$ cat src/rtl/pps_tagger_pkg.sv
// pps_tagger_pkg: shared types for the PPS time-tagger.
// The tag record uses fixed maximum widths (64-bit count, 32-bit seq) so a single
// package type serves every CNT_W/SEQ_W instance; the top zero-extends into it.
package pps_tagger_pkg;

    typedef enum logic [1:0] {
        IDLE  = 2'd0,
        ARMED = 2'd1,
        HOLD  = 2'd2,
        RUN   = 2'd3
    } state_e;

    localparam int TAG_CNT_MAX_W = 64;
    localparam int TAG_SEQ_MAX_W = 32;
    localparam int TAG_WIDTH_W   = 16;

    typedef struct packed {
        logic [TAG_CNT_MAX_W-1:0] count;
        logic [TAG_SEQ_MAX_W-1:0] seq;
        logic                     first;
        logic                     sat;
    } tag_t;

endpackage

$ cat src/rtl/pps_tagger_sync_edge_det.sv
// sync_edge_det: multi-flop synchroniser for an asynchronous level, followed by
// a delay flop and registered one-cycle rise/fall pulses.
module sync_edge_det #(
    parameter int SYNC_STAGES = 2
) (
    input  logic clk,
    input  logic rst_n,
    input  logic async_in,
    output logic level,
    output logic rise,
    output logic fall
);

    logic [SYNC_STAGES-1:0] sync_q, sync_d;
    logic                   dly_q, dly_d;
    logic                   rise_q, rise_d;
    logic                   fall_q, fall_d;

    // Shift the input through the synchroniser and compare last stage with its delayed copy
    always_comb begin
        sync_d = {sync_q[SYNC_STAGES-2:0], async_in};
        dly_d  = sync_q[SYNC_STAGES-1];
        rise_d = sync_q[SYNC_STAGES-1] & ~dly_q;
        fall_d = ~sync_q[SYNC_STAGES-1] & dly_q;
    end

    // Synchroniser, delay and pulse registers
    always_ff @(posedge clk or negedge rst_n) begin
        if (!rst_n) begin
            sync_q <= '0;
            dly_q  <= 1'b0;
            rise_q <= 1'b0;
            fall_q <= 1'b0;
        end else begin
            sync_q <= sync_d;
            dly_q  <= dly_d;
            rise_q <= rise_d;
            fall_q <= fall_d;
        end
    end

    assign level = sync_q[SYNC_STAGES-1];
    assign rise  = rise_q;
    assign fall  = fall_q;

endmodule

$ cat src/rtl/pps_tagger.sv
// pps_tagger: synchronises the conditioned PPS line, applies a glitch holdoff,
// and tags accepted rising edges with the cycle interval and a sequence number.
// Tags leave through a single-entry valid/ready register; a tag that finds the
// register occupied is dropped and flagged in the sticky 'missed' bit.
// Optional macro PPS_TAGGER_WIDTH_EN adds tag_width (pulse high time) and
// moves tag emission to the synced falling edge.
module pps_tagger
    import pps_tagger_pkg::*;
#(
    parameter int CNT_W       = 32,
    parameter int SEQ_W       = 16,
    parameter int SYNC_STAGES = 2,
    parameter int HOLDOFF     = 1000
) (
    input  logic                   clk,
    input  logic                   rst_n,
    input  logic                   pps_in,
    input  logic                   enable,
    output logic                   tag_valid,
    input  logic                   tag_ready,
    output logic [CNT_W-1:0]       tag_count,
    output logic [SEQ_W-1:0]       tag_seq,
    output logic                   tag_first,
    output logic                   tag_sat,
`ifdef PPS_TAGGER_WIDTH_EN
    output logic [TAG_WIDTH_W-1:0] tag_width,
`endif
    output logic                   missed,
    input  logic                   missed_clr
);

    localparam int              HO_W    = $clog2(HOLDOFF + 1);
    localparam logic [HO_W-1:0] HO_LOAD = HO_W'(HOLDOFF - 1);

    logic pps_level, pps_rise, pps_fall;

    state_e             state_q, state_d;
    logic [CNT_W-1:0]   cnt_q, cnt_d, cnt_run;
    logic [SEQ_W-1:0]   seq_q, seq_d, seq_inc;
    logic [HO_W-1:0]    ho_q, ho_d;
    tag_t               tag_q, tag_d, new_tag, emit_tag;
    logic               valid_q, valid_d;
    logic               missed_q, missed_d;
    logic               accept, emit, rise_ok;

`ifdef PPS_TAGGER_WIDTH_EN
    tag_t                   pend_q, pend_d;
    logic                   pend_valid_q, pend_valid_d;
    logic [TAG_WIDTH_W-1:0] width_q, width_d;
    logic [TAG_WIDTH_W-1:0] tag_width_q, tag_width_d;
`endif

    sync_edge_det #(
        .SYNC_STAGES(SYNC_STAGES)
    ) u_sync (
        .clk     (clk),
        .rst_n   (rst_n),
        .async_in(pps_in),
        .level   (pps_level),
        .rise    (pps_rise),
        .fall    (pps_fall)
    );

    assign cnt_run = (&cnt_q) ? cnt_q : cnt_q + CNT_W'(1);
    assign seq_inc = seq_q + SEQ_W'(1);

    // FSM, cycle/sequence counters, tag register handshake and drop detection
    always_comb begin
        state_d  = state_q;
        cnt_d    = cnt_q;
        seq_d    = seq_q;
        ho_d     = ho_q;
        tag_d    = tag_q;
        valid_d  = valid_q;
        missed_d = missed_q;
        accept   = 1'b0;
        emit     = 1'b0;
        new_tag  = '0;
        emit_tag = '0;
`ifdef PPS_TAGGER_WIDTH_EN
        pend_d       = pend_q;
        pend_valid_d = pend_valid_q;
        width_d      = width_q;
        tag_width_d  = tag_width_q;
        rise_ok      = ~pend_valid_q;
`else
        rise_ok      = 1'b1;
`endif

        if (valid_q && tag_ready) valid_d = 1'b0;
        if (missed_clr) missed_d = 1'b0;

        case (state_q)
            IDLE: begin
                cnt_d = '0;
                if (enable) state_d = ARMED;
            end
            ARMED, RUN: begin
                cnt_d = cnt_run;
                if (enable && pps_rise && rise_ok) begin
                    accept  = 1'b1;
                    state_d = HOLD;
                    ho_d    = HO_LOAD;
                end
            end
            HOLD: begin
                cnt_d = cnt_run;
                if (ho_q == '0) state_d = RUN;
                else            ho_d = ho_q - HO_W'(1);
            end
            default: state_d = IDLE;
        endcase

        if (accept) begin
            cnt_d         = CNT_W'(1);
            seq_d         = seq_inc;
            new_tag.count = TAG_CNT_MAX_W'(cnt_q);
            new_tag.seq   = TAG_SEQ_MAX_W'(seq_inc);
            new_tag.first = (state_q == ARMED);
            new_tag.sat   = &cnt_q;
        end

`ifdef PPS_TAGGER_WIDTH_EN
        if (accept) begin
            pend_d       = new_tag;
            pend_valid_d = 1'b1;
            width_d      = TAG_WIDTH_W'(1);
        end else if (pend_valid_q && !(&width_q)) begin
            width_d = width_q + TAG_WIDTH_W'(1);
        end
        if (pend_valid_q && pps_fall) begin
            emit         = 1'b1;
            emit_tag     = pend_q;
            pend_valid_d = 1'b0;
        end
`else
        emit     = accept;
        emit_tag = new_tag;
`endif

        if (emit) begin
            if (!valid_q || tag_ready) begin
                tag_d   = emit_tag;
                valid_d = 1'b1;
`ifdef PPS_TAGGER_WIDTH_EN
                tag_width_d = width_q;
`endif
            end else begin
                missed_d = 1'b1;
            end
        end

        if (!enable) state_d = IDLE;
    end

    // State, counter and tag registers
    always_ff @(posedge clk or negedge rst_n) begin
        if (!rst_n) begin
            state_q  <= IDLE;
            cnt_q    <= '0;
            seq_q    <= '0;
            ho_q     <= '0;
            tag_q    <= '0;
            valid_q  <= 1'b0;
            missed_q <= 1'b0;
        end else begin
            state_q  <= state_d;
            cnt_q    <= cnt_d;
            seq_q    <= seq_d;
            ho_q     <= ho_d;
            tag_q    <= tag_d;
            valid_q  <= valid_d;
            missed_q <= missed_d;
        end
    end

`ifdef PPS_TAGGER_WIDTH_EN
    // Pending-tag and pulse-width registers for falling-edge emission
    always_ff @(posedge clk or negedge rst_n) begin
        if (!rst_n) begin
            pend_q       <= '0;
            pend_valid_q <= 1'b0;
            width_q      <= '0;
            tag_width_q  <= '0;
        end else begin
            pend_q       <= pend_d;
            pend_valid_q <= pend_valid_d;
            width_q      <= width_d;
            tag_width_q  <= tag_width_d;
        end
    end

    assign tag_width = tag_width_q;

    logic sync_unused;
    assign sync_unused = pps_level;
`else
    logic sync_unused;
    assign sync_unused = pps_level ^ pps_fall;
`endif

    logic tag_hi_unused;
    assign tag_hi_unused = (|(tag_q.count >> CNT_W)) | (|(tag_q.seq >> SEQ_W));

    assign tag_valid = valid_q;
    assign tag_count = tag_q.count[CNT_W-1:0];
    assign tag_seq   = tag_q.seq[SEQ_W-1:0];
    assign tag_first = tag_q.first;
    assign tag_sat   = tag_q.sat;
    assign missed    = missed_q;

endmodule

$ cat config.mk
export PLATFORM = sky130hd
export DESIGN_NAME = pps_tagger
export DESIGN_NICKNAME = d
export VERILOG_FILES = /design/src/rtl/pps_tagger_pkg.sv /design/src/rtl/pps_tagger_sync_edge_det.sv /design/src/rtl/pps_tagger.sv
export SDC_FILE = /design/constraint.sdc
export NUM_CORES = 1
export LEC_CHECK = 0
export BUFFER_PORTS_ARGS = -buffer_cell sky130_fd_sc_hd__buf_4
export CAP_MARGIN = 40
export CORE_ASPECT_RATIO = 1.5
export CORE_UTILIZATION = 63
export CTS_CLUSTER_SIZE = 30
export DETAILED_ROUTE_END_ITERATION = 16
export PLACE_DENSITY = 0.89
export SLEW_MARGIN = 20
export SYNTH_ARGS = -nofsm -noshare
export SYNTH_HDL_FRONTEND = slang
export SYNTH_SLANG_ARGS = --single-unit
$ cat constraint.sdc
create_clock -name clk -period 3.3 [get_ports clk]
set_clock_uncertainty 0.15 [all_clocks]
set_input_delay 0.66 -clock clk [delete_from_list [all_inputs] [get_ports clk]]
set_output_delay 0.66 -clock clk [all_outputs]
set_load 0.005 [all_outputs]
==> impl_metrics.json <==
{
  "utilization": 0.794,
  "clk_latency_ns": 0.42,
  "cts_tree": "done",
  "syn-num-nets": 496,
  "synth_top_area_cell": "dfrtp_1",
  "synth_ff_type": "dfrtp_1",
  "cts_buffers": 17,
  "crit_path_start_kind": "register",
  "cp_max_fo": 18,
  "root_buffer": "clkbuf_16",
  "fin_setup_tns_ns": 0,
  "grt_max_degree": 54,
  "ctsResizeCount": 0,
  "setup_viol": 0,
  "place.gp.congestion": 0.870,
  "ir_drop_mv": 0.458,
  "fin_crit_ns": 2.45,
  "antenna_found_initial": 0,
  "crit_required_ns": 3.47,
  "ant_nets": 0,
  "p_per_area_nw_per_um2": 541,
  "end_kind": "register",
  "synth_cell_types": 55,
  "num_rows": 40,
  "vias": 4120,
  "num_antenna_cells": 0,
  "reg2regPathDepth": 5,
  "tightest_slew_ns": 0.792,
  "place.detailed.hpwl_um": 7900,
  "synth_area_leaders": "dfrtp_1 (54%), mux2_2 (6.7%), nand2_1 (4.1%), xnor2_1 (3.9%), xor2_1 (3.4%)",
  "core_area_um2": 8110,
  "die_h_um": 115,
  "grt_usage": 0.293,
  "slew-limit-headroom": 0.468,
  "numPortBuffers": 57,
  "cts_buffer_depth": 2,
  "avgViaCountPerCell": 6.20,
  "drt-pass1-iter-count": 5,
  "gr-total-overflow": 0,
  "async_flop_share": 1.00,
  "path_clk_slew_ns": 0.05,
  "cts-htree-levels": 4,
  "start_util": 0.660,
  "fmax_ghz": 0.408,
  "synth_top_area_frac": 0.542,
  "die_area_um2": 8880,
  "status": "finished, final reports clean",
  "fin_crit_sh": 0.742,
  "rsz0062_at_grt": "no",
  "postSynthCellCount": 487,
  "hold_viol_final": 0,
  "wirelength_um": 12000,
  "hold_depth": 1,
  "ys_ff_latch": 116,
  "pre_cts_slack_ns": 0.858,
  "cts.sinks": 116,
  "finalMaxSlewViolations": 0,
  "synth_seq_area_share": 0.542,
  "leakagePower_nw": 2.98,
  "syn_area_um2": 5360,
  "dieWidth_um": 77.3,
  "worst_slack_ns": 0.851,
  "final_nets": 558,
  "synth_edf_count": 0,
  "grt_pass1_wl_um": 19600,
  "hold_class": "input port to register",
  "drt_iter0_markers": 309,
  "cap_violations": 0,
  "wl_per_cell_um": 18.0,
  "critPathKind": "register to register",
  "syn_area_per_cell_um2": 11.0,
  "ys_warn_count": 0,
  "syn2layout_area_growth_pct": 20.3,
  "drive_gt1_frac": 0.252,
  "grt_pass1_vias": 4103,
  "crit_arrival_ns": 2.62,
  "drc": 0,
  "ioPinCount": 58
}
==> worst paths after layout <==
check	start	end	slack [ns]
max in group asynchronous	rst_n	seq_q[8]	1.63
worst max-delay path	cnt_q[21]	cnt_q[1]	0.85
worst min-delay path	pps_in	u_sync.sync_q[0]	0.20
worst max register to register	cnt_q[21]	cnt_q[1]	0.85
worst min register to register	u_sync.sync_q[0]	u_sync.sync_q[1]	0.21
min in group asynchronous	rst_n	cnt_q[21]	0.52
==> metal layers <==
metal  part of all wire  GRT usage
met2               0.53      0.512
met1               0.38      0.310
met5                  0          0
met4              0.034      0.185
met3              0.056     0.0849
==> where the power goes <==
| part | total, mW | switching [mW] | internal, mW | leakage (nW) |
|---|---|---|---|---|
| clock | 1.68 | 0.586 | 1.10 | 0.273 |
| combinational | 0.241 | 0.130 | 0.111 | 1.15 |
| sequential | 1.56 | 0.0680 | 1.49 | 1.56 |
| total | 3.48 | 0.784 | 2.70 | 2.98 |
==> area by class of cell <==
class                           instances  area, um2
Clock buffer                           25        495
Clock inverter                          5       50.0
Fill cell                             505       1670
Inverter                                6       22.5
Multi-Input combinational cell        343       2330
Sequential cell                       116       2900
Tap cell                              105        131
Timing Repair Buffer                   65        510
==> critical path, cell delays in order (launching register included) <==
cell	delay (ns)
dfrtp_1	0.44
and4_1	0.30
nand4_1	0.36
nor4_4	0.72
nand2_1	0.17
a21oi_1	0.22
==> kinds of logic (layout without fill, tap and decap cells) <==
group                    after synthesis  count (layout)  share of synthesized area
AND/OR/NAND/NOR                      191             191                      0.198
AO/OA/AOI/OAI                         69              69                     0.0820
adder cells (fa/ha/maj)                3               3                    0.00701
multiplexers                          35              35                     0.0731
XOR/XNOR                              45              45                     0.0736
flip-flops                           116             116                      0.542
buffers and inverters                 28             101                     0.0245
==> Yosys cell counts (3+ instances only) <==
master / instances
a21oi_1: 17
and2_1: 6
and3_1: 8
and4_1: 5
buf_1: 3
clkbuf_1: 13
dfrtp_1: 116
ha_1: 3
inv_1: 6
mux2_2: 32
nand2_1: 59
nand2b_1: 3
nand3_1: 18
nand4_1: 11
nand4_2: 3
nor2_1: 28
nor3_1: 8
nor4_1: 7
o21ai_0: 17
o21ai_1: 13
o31ai_1: 5
or2_2: 3
or3_1: 13
or4_1: 6
xnor2_1: 24
xor2_1: 21
==> layout by cell type (no fill, tap or decap), drive strengths merged, types with 2 or more instances in the layout <==
cell / synthesis / layout
clkbuf: 15 / 26
or4: 7 / 7
and3: 9 / 9
nand2: 59 / 59
xor2: 21 / 21
nor2: 28 / 28
dfrtp: 116 / 116
a31oi: 2 / 2
nand2b: 3 / 3
a211oi: 3 / 3
nor3: 8 / 8
or3: 13 / 13
ha: 3 / 3
o31ai: 5 / 5
inv: 6 / 6
nand3: 18 / 18
buf: 6 / 63
a311oi: 3 / 3
o41ai: 3 / 3
mux2: 33 / 33
o21ai: 30 / 30
o211ai: 2 / 2
nand4: 16 / 16
a21oi: 17 / 17
clkinv: 0 / 4
nor4: 9 / 9
mux2i: 2 / 2
nor2b: 2 / 2
xnor2: 24 / 24
or2: 4 / 4
and2: 6 / 6
and4: 5 / 5
==> repair_timing <==
action,CTS,global route
hold buffers,1,0
endpoints found under the hold margin,18,0
setup buffers,0,0
==> sequential cells by signal, summed over array words and instances (netlist names) <==
| register | count |
|---|---|
| tag_first | 1 |
| tag_seq | 16 |
| state_q | 2 |
| tag_valid | 1 |
| ho_q | 10 |
| cnt_q | 32 |
| seq_q | 16 |
| u_sync.rise | 1 |
| missed | 1 |
| tag_sat | 1 |
| u_sync.dly_q | 1 |
| u_sync.sync_q | 2 |
| tag_count | 32 |
==> metrics by stage <==
| stage | instances | total power [mW] | cell area, um2 | hold WS (ns) |
|---|---|---|---|---|
| after floorplan | 487 | 1.69 | 5360 | 0.181 |
| after global placement | 632 | 1.80 | 5870 | 0.193 |
| after detailed placement | 632 | 1.82 | 5870 | 0.196 |
| after CTS | 663 | 3.51 | 6430 | 0.189 |
| after global routing | 665 | 3.60 | 6440 | 0.188 |
| final | 665 | 3.48 | 6440 | 0.201 |
Power figures use the tool's default switching activity.
